[src/rtl/mac_4bit_seq_if.sv]
// mac_4bit_seq_if
// Pair-stream and result handshake bundle between fabric logic and the
// MAC sequencer.
//   s_valid/s_ready/s_oper/s_coef          : operand/coefficient pairs in
//   result_valid/result_ready/result_data  : captured 4-bit MAC result out
// master = fabric side, slave = sequencer side.
interface mac_4bit_seq_if;
    logic       s_valid;
    logic       s_ready;
    logic [3:0] s_oper;
    logic [3:0] s_coef;
    logic       result_valid;
    logic       result_ready;
    logic [3:0] result_data;

    modport master (
        output s_valid, s_oper, s_coef, result_ready,
        input  s_ready, result_valid, result_data
    );

    modport slave (
        input  s_valid, s_oper, s_coef, result_ready,
        output s_ready, result_valid, result_data
    );
endinterface

[src/rtl/mac_4bit_seq.sv]
// mac_4bit_seq
// Initiator-side sequencer for the 4-bit eFPGA math-unit MAC. Latches a job
// config on start, streams pairs into the MAC, waits one settle cycle, then
// captures MAC_OUT[3:0] and returns it over a valid/ready handshake.
// Ports:
//   MAC_ACC_CLK, acc_ff_rstn : clock and async active-low reset shared with the MAC
//   start, cfg_*             : job request and configuration (sampled on accept)
//   busy                     : job in flight
//   bus (slave)              : pair stream in, result out
//   mac_*                    : MAC control/data pins; mac_out is the MAC result
// Optional: define MAC_SEQ_ABORT_EN to add the abort input.
//
// state | meaning
// IDLE  | waiting for start with nonzero length
// RUN   | accepting pairs, clocking the MAC on each beat
// DRAIN | one settle cycle for accumulator and registered out_sel
// DONE  | result held until result_ready
module mac_4bit_seq #(
    parameter int LEN_W = 8
) (
    input  logic             MAC_ACC_CLK,
    input  logic             acc_ff_rstn,
    input  logic             start,
    input  logic [LEN_W-1:0] cfg_len,
    input  logic [5:0]       cfg_out_sel,
    input  logic             cfg_tc,
    input  logic             cfg_sat,
    input  logic             cfg_rnd,
    output logic             busy,
`ifdef MAC_SEQ_ABORT_EN
    input  logic             abort,
`endif
    mac_4bit_seq_if.slave    bus,
    output logic [3:0]       mac_oper_data,
    output logic [3:0]       mac_coef_data,
    output logic             mac_clk_en,
    output logic             mac_acc_clear,
    output logic             mac_acc_rnd,
    output logic             mac_acc_sat,
    output logic [5:0]       mac_out_sel,
    output logic             mac_tc,
    input  logic [4:0]       mac_out
);
    typedef enum logic [1:0] {IDLE, RUN, DRAIN, DONE} state_t;

    state_t           state, state_nx;
    logic [LEN_W-1:0] cnt;
    logic             first;
    logic [5:0]       sel_q;
    logic             tc_q, sat_q, rnd_q;
    logic [3:0]       result_q;
    logic             abort_i;
    logic             accept_start;
    logic             capture;
    logic             mac_out_unused;

`ifdef MAC_SEQ_ABORT_EN
    assign abort_i = abort;
`else
    assign abort_i = 1'b0;
`endif

    // MAC_OUT[4] carries no information for a 4-bit result.
    assign mac_out_unused = mac_out[4];

    assign accept_start = (state == IDLE) && start && (cfg_len != '0);
    assign capture      = (state == DRAIN) && !abort_i;

    always_ff @(posedge MAC_ACC_CLK or negedge acc_ff_rstn) begin
        if (!acc_ff_rstn) begin
            state    <= IDLE;
            cnt      <= '0;
            first    <= 1'b0;
            sel_q    <= '0;
            tc_q     <= 1'b0;
            sat_q    <= 1'b0;
            rnd_q    <= 1'b0;
            result_q <= '0;
        end else begin
            state <= state_nx;
            if (accept_start) begin
                cnt   <= cfg_len;
                first <= 1'b1;
                sel_q <= cfg_out_sel;
                tc_q  <= cfg_tc;
                sat_q <= cfg_sat;
                rnd_q <= cfg_rnd;
            end else if (mac_clk_en) begin
                cnt   <= cnt - LEN_W'(1);
                first <= 1'b0;
            end
            if (capture) begin
                result_q <= mac_out[3:0];
            end
        end
    end

    always_comb begin
        state_nx      = state;
        bus.s_ready   = 1'b0;
        mac_clk_en    = 1'b0;
        mac_acc_clear = 1'b0;
        mac_acc_rnd   = 1'b0;
        case (state)
            IDLE: begin
                if (accept_start) state_nx = RUN;
            end
            RUN: begin
                if (abort_i) begin
                    state_nx = IDLE;
                end else begin
                    bus.s_ready = 1'b1;
                    if (bus.s_valid) begin
                        mac_clk_en = 1'b1;
                        // The first beat either clears or seeds the accumulator.
                        mac_acc_clear = first && !rnd_q;
                        mac_acc_rnd   = first && rnd_q;
                        if (cnt == LEN_W'(1)) state_nx = DRAIN;
                    end
                end
            end
            DRAIN: begin
                state_nx = abort_i ? IDLE : DONE;
            end
            DONE: begin
                if (bus.result_ready) state_nx = IDLE;
            end
            default: state_nx = IDLE;
        endcase
    end

    assign busy             = (state != IDLE);
    assign bus.result_valid = (state == DONE);
    assign bus.result_data  = result_q;
    assign mac_oper_data    = bus.s_oper;
    assign mac_coef_data    = bus.s_coef;
    assign mac_out_sel      = sel_q;
    assign mac_tc           = tc_q;
    assign mac_acc_sat      = sat_q;
endmodule
[src/flat_wrapper.sv]
// flat-port wrapper written by rule: the top's interface ports become plain ports
module mac_4bit_seq_flat 
#(
    parameter int LEN_W = 8
)
  (MAC_ACC_CLK, acc_ff_rstn, start, cfg_len, cfg_out_sel, cfg_tc, cfg_sat, cfg_rnd, busy, mac_oper_data, mac_coef_data, mac_clk_en, mac_acc_clear, mac_acc_rnd, mac_acc_sat, mac_out_sel, mac_tc, mac_out, bus_s_valid, bus_s_oper, bus_s_coef, bus_result_ready, bus_s_ready, bus_result_valid, bus_result_data);
  mac_4bit_seq_if bus_i ();
  input  logic MAC_ACC_CLK;
  input  logic acc_ff_rstn;
  input  logic start;
  input  logic [LEN_W-1:0] cfg_len;
  input  logic [5:0] cfg_out_sel;
  input  logic cfg_tc;
  input  logic cfg_sat;
  input  logic cfg_rnd;
  output logic busy;
  output logic [3:0] mac_oper_data;
  output logic [3:0] mac_coef_data;
  output logic mac_clk_en;
  output logic mac_acc_clear;
  output logic mac_acc_rnd;
  output logic mac_acc_sat;
  output logic [5:0] mac_out_sel;
  output logic mac_tc;
  input  logic [4:0] mac_out;
  input wire logic [$bits(bus_i.s_valid)-1:0] bus_s_valid;
  input wire logic [$bits(bus_i.s_oper)-1:0] bus_s_oper;
  input wire logic [$bits(bus_i.s_coef)-1:0] bus_s_coef;
  input wire logic [$bits(bus_i.result_ready)-1:0] bus_result_ready;
  output wire logic [$bits(bus_i.s_ready)-1:0] bus_s_ready;
  output wire logic [$bits(bus_i.result_valid)-1:0] bus_result_valid;
  output wire logic [$bits(bus_i.result_data)-1:0] bus_result_data;
  assign bus_i.s_valid = bus_s_valid;
  assign bus_i.s_oper = bus_s_oper;
  assign bus_i.s_coef = bus_s_coef;
  assign bus_i.result_ready = bus_result_ready;
  assign bus_s_ready = bus_i.s_ready;
  assign bus_result_valid = bus_i.result_valid;
  assign bus_result_data = bus_i.result_data;
  mac_4bit_seq #(.LEN_W(LEN_W)) u_core (.MAC_ACC_CLK(MAC_ACC_CLK), .acc_ff_rstn(acc_ff_rstn), .start(start), .cfg_len(cfg_len), .cfg_out_sel(cfg_out_sel), .cfg_tc(cfg_tc), .cfg_sat(cfg_sat), .cfg_rnd(cfg_rnd), .busy(busy), .bus(bus_i), .mac_oper_data(mac_oper_data), .mac_coef_data(mac_coef_data), .mac_clk_en(mac_clk_en), .mac_acc_clear(mac_acc_clear), .mac_acc_rnd(mac_acc_rnd), .mac_acc_sat(mac_acc_sat), .mac_out_sel(mac_out_sel), .mac_tc(mac_tc), .mac_out(mac_out));
endmodule
[config.mk]
export PLATFORM = sky130hd
export DESIGN_NAME = mac_4bit_seq_flat
export DESIGN_NICKNAME = d
export VERILOG_FILES = /design/src/rtl/mac_4bit_seq_if.sv /design/src/rtl/mac_4bit_seq.sv /design/src/flat_wrapper.sv
export SDC_FILE = /design/constraint.sdc
export NUM_CORES = 1
export LEC_CHECK = 0
export BUFFER_PORTS_ARGS = -buffer_cell sky130_fd_sc_hd__buf_2
export CORE_MARGIN = 2
export CORE_UTILIZATION = 41
export CTS_CLUSTER_DIAMETER = 120
export DETAILED_ROUTE_END_ITERATION = 12
export PLACE_DENSITY = 0.74
export SYNTH_ARGS = -nofsm -noshare
export SYNTH_HDL_FRONTEND = slang
export SYNTH_SLANG_ARGS = --single-unit
[constraint.sdc]
create_clock -name MAC_ACC_CLK -period 2 [get_ports MAC_ACC_CLK]
set_clock_uncertainty 0.15 [all_clocks]
set_input_delay 0.2 -clock MAC_ACC_CLK [delete_from_list [all_inputs] [get_ports MAC_ACC_CLK]]
set_output_delay 0.2 -clock MAC_ACC_CLK [all_outputs]
set_load 0.02 [all_outputs]
# Yosys cells after proc, flatten, opt, wreduce, memory -nomap -nowiden
# Index checks and enable logic that the tools add are counted.
# word_totals
reg_bits	24
in_bits	35
output_inout_bits	26
wordCells	43
# op_classes
n_addsub	1
eq_ne	8
n_mux	16
n_reduce_logical	10
# ops
cell	count
8-bit 2-to-1 mux	2
1-bit 2-to-1 mux	9
8-bit by 1-bit == test with 1-bit output, second input constant	1
2-bit 2-to-1 mux	4
2-bit one-hot mux with 4 select lines	1
8-bit nonzero test	1
8-bit by 1-bit subtractor with 8-bit output, second input constant	1
2-bit == test, second input constant	2
1-bit logical AND	4
2-bit by 1-bit != test with 1-bit output, second input constant	2
2-bit != test, second input constant	2
4-bit AND reduction	1
2-bit nonzero test	2
2-bit by 1-bit == test with 1-bit output, second input constant	1
2-bit logical NOT	1
1-bit logical NOT	1

# Depth between registers and ports, before layout
# logic_depth
ltp_word	5
depth_mapped	7
ltp_nobuf	7

# Least setup slack after synthesis
# No wires, ideal clock.
# synth_path
path_kind	reg-to-output
startpoint	reg u_core.state[1]
endpoint	out mac_acc_clear
arrival_time_ns	1.548
required_ns	1.650
path_slack_ns	0.102
stages_incl_launch_ff	5
path_buffers	0
cell_sequence	dfrtp_1 inv_1 ha_1 nand2_1 nor3b_1
# synth_via
elab_chain_cells	2
# synth_lines
element	line	rtl
from (decl)	mac_4bit_seq.sv:46	state_t state, state_nx;
from (signal assigned)	mac_4bit_seq.sv:80	state <= state_nx;
2-bit by 1-bit == test with 1-bit output	mac_4bit_seq.sv:104	case (state)
1-bit 2-to-1 mux	mac_4bit_seq.sv:104	
to (decl)	flat_wrapper.sv:20	output logic mac_acc_clear;
# Every way passes these cells.

# Worst setup path after layout
# layout_path
startpoint	in cfg_len[1]
endpoint	reg u_core.state[1]
# layout_via
elab_chain_cells	4
# layout_lines
element	line	rtl
from (decl)	flat_wrapper.sv:11	input logic [LEN_W-1:0] cfg_len;
8-bit nonzero test	mac_4bit_seq.sv:66	assign accept_start = (state == IDLE) && start && (cfg_len != '0);
1-bit logical AND	mac_4bit_seq.sv:66	
2-bit by 1-bit != test with 1-bit output (no source line)	-	
4-bit AND reduction (no source line)	-	
# Every way passes these cells.
# A chain may end at the register's enable or synchronous reset.

==> implementation parameters <==
Parameter                              Value

Run status
  Result of the run ... complete, no violations

Global route
  Number of antenna violations at the first check in global routing ... 0
  First-pass GRT wire length ... 4600 um
  Total congestion overflow after global routing ... 0
  Number of global-route vias before repair ... 1002
  Maximum number of pins on one net before global-route repair ... 26
  Global Route Usage Sum ... 0.174

Synthesis
  Count of state elements after synthesis ... 24
  Synthesized area per cell ... 11.5 um2
  Synth top cells by count ... dfrtp_1 (24), mux2_2 (13), nand2_1 (11)
  Dominant cell by count in the synthesized netlist ... dfrtp_1
  Leading cell types by total area after synthesis ... dfrtp_1 (48%), mux2_2 (12%), ha_1 (7.0%)
  Commonest register cell after synthesis ... dfrtp_1
  Largest area contributor in the netlist ... dfrtp_1
  Ys Warns ... 0
  Post-Syn Instances ... 110
  Top cell type's share of synthesized area ... 0.477
  EDFF count, synth ... 0
  Unique masters post-synth ... 28
  Seq/Total Area, Yosys ... 0.477
  Post-synthesis async set-or-reset flop share ... 1.00
  Synthesized area ... 1260 um2
  Net count after synthesis ... around 150

Finish
  Fraction of final layout cells with drive strength greater than 1 ... 0.419
  Filler Cells Inserted ... 240
  Layout net count ... 215
  Area growth from synthesis to final layout ... 38.5%
  Antenna cell count ... 0

Placed design
  PortBufs ... 43
  Sum of net half-perimeters after detailed placement ... 1950 um
  Gpl congestion ... 0.723

Route
  Number of nets with antenna violations after detailed routing ... 0
  Number of design rule violations left after detail routing ... 0
  First-iteration detailed-routing DRC count ... 11
  Routed wirelength normalized by instance count ... approximately 13 um
  Total number of vias ... 1000
  TritonRoute pass-1 iters ... 4
  Post-DR vias/cell ... around 4.9
  Total length of routed wires ... ~2700 um

Die
  Number of placed I/O pins ... roughly 60
  Width of the die ... 59.4 um
  Vertical die dimension ... 59.4 um
  Num rows ... 20
  Floorplan Core Area ... 2980 um2
  DIE AREA ... roughly 3500 um2
  Initial core utilization ... 0.423

Clocking
  Worst-skew pair later-pin latency ... 0.31 ns
  Htree depth ... 1
  TritonCTS Sinks ... 24
  CTS tree ... yes
  Total clock buffers created by CTS ... 3
  Clock transition at the registers of the reported paths ... 0.13 ns
  Root buffer cell ... clkbuf_4
  Buffer depth of the longest clock path ... 2

STA
  Ratio of final minimum period to clock period ... 0.951
  Slew at the pin closest to its max-slew limit ... 0.538 ns
  Finish-stage setup viols ... 0
  Sum of negative setup slack ... 0 ns
  Number of pins exceeding their max-slew limit in the final report ... 0
  Clock period minus final worst setup slack ... 1.90 ns
  Number of failing hold endpoints at the final stage ... 0
  Max Clock Freq ... 526 MHz
  Setup repair after global routing missed its margin ... no
  Max-Slew Margin vs Limit ... 0.641

Pwr
  PwrDens ... between 1000 and 1500 nW/um2
  Leak pwr ... 0.828 nW
  Total Power ... approximately 2.4 mW
  Worst IR drop on VDD ... 0.750 mV

Setup path
  Startpoint class of the critical path ... input pin
  Maximum fanout along the worst path ... 2
  Master of the slowest instance on the critical path ... dlygate4sd3_1
  Crit path cell chain ... dlygate4sd3_1 -> buf_2 -> nor4_2 -> a21oi_2 -> o221a_4 -> mux2_4
  Endpoint required time on the critical path ... 2.06 ns
  CP Data Arrival Time ... between 1.5 and 2 ns
  Crit. End Element ... register
  Worst setup path class ... input pin to register
  Biggest cell delay along the critical path ... 0.54 ns

Job
  Number of max-capacitance violations reported ... 0

Min path
  Hold WC Path Type ... input pin to register
==> stage by stage <==
step                area [um2]  cells  utilization  setup slack (ns)  hold WS, ns
floorplan                 1260    110            -             0.102       -0.246
global placement          1460    177        0.489             0.178       0.0487
detailed placement        1460    177        0.489             0.123       0.0607
CTS                       1720    203        0.579           0.00385        0.175
global route              1750    205        0.586           0.00699        0.123
finish                    1750    205        0.586            0.0989        0.113
==> critical path, delay by kind of cell <==
family | cells | cell delay, ns
simple gates | 1 | 0.38
compound gates | 2 | 0.42
mux | 1 | 0.29
buf+inv | 2 | 0.67
==> flip-flops by register name, summed over array words and instances (netlist names) <==
signal	cells
u_core.mac_tc	1
u_core.state	2
u_core.mac_acc_sat	1
u_core.first	1
u_core.mac_out_sel	6
u_core.rnd_q	1
u_core.bus.result_data	4
u_core.cnt	8
==> cell usage in the layout, fill, tap and decap left out, types with 2 or more instances in the layout <==
cell and instances:
nor4_1 2, inv_2 2, dfrtp_1 24, dlygate4sd3_1 22
ha_1 6, o21ai_0 8, nand4_1 2, xnor2_1 3
nor4_2 2, mux2_2 13, buf_4 2, inv_1 5
nor2_1 4, buf_2 43, nand2_1 10, clkbuf_4 3
xor2_1 4
==> power breakdown <==
part / total (mW) / switching (mW) / internal, mW
Sequential: 0.925 / 0.188 / 0.737
Clock: 0.255 / 0.143 / 0.111
Combinational: 1.26 / 0.652 / 0.605
Total: 2.44 / 0.984 / 1.45
==> layout make-up <==
cell class	instances	area [um2]	area share
tap	33	41.3	0.0237
clock buffer	4	36.3	0.0208
timing repair buffer	68	462	0.265
multi-input combinational	69	579	0.332
sequential	24	601	0.344
inverter	7	26.3	0.0151
==> path summary, 6_finish.rpt <==
kind                                from                        end  slack, ns  cells past startpoint
setup / recovery              cfg_len[1]            u_core.state[1]        0.1                      6
hold / removal               bus_s_valid               u_core.first       0.11                      3
setup reg to reg           u_core.cnt[4]            u_core.state[1]       0.15                      4
hold reg to reg             u_core.first               u_core.first       0.36                      1
max in group asynchronous    acc_ff_rstn  u_core.bus.result_data[0]       1.11                      2
min in group asynchronous    acc_ff_rstn      u_core.mac_out_sel[0]       0.24                      2
==> repair_timing <==
item | 4_1_cts | 5_1_grt
endpoints found under the hold margin | 45 | 0
hold buffers | 22 | 0
setup endpoints to repair | 3 | 5
setup buffers | 0 | 2
gates resized for setup | 4 | 2
==> layer usage <==
| metal | part of all wire | GRT usage |
|---|---|---|
| met1 | 0.43 | 0.226 |
| met2 | 0.50 | 0.294 |
| met3 | 0.060 | 0.0328 |
| met4 | 0.012 | 0.0487 |
| met5 | 0 | 0 |
==> cell families (layout without fill, tap and decap cells) <==
kind of cell | Yosys count | in the layout | synth area share
AND/OR/NAND/NOR | 28 | 28 | 0.124
flip-flops | 24 | 24 | 0.477
buffers and inverters | 17 | 79 | 0.0755
multiplexers | 16 | 16 | 0.145
AO/OA/AOI/OAI | 11 | 11 | 0.0606
adder cells (fa/ha/maj) | 7 | 7 | 0.0695
XOR/XNOR | 7 | 7 | 0.0487
No activity file was read; power rests on OpenSTA's default activity.
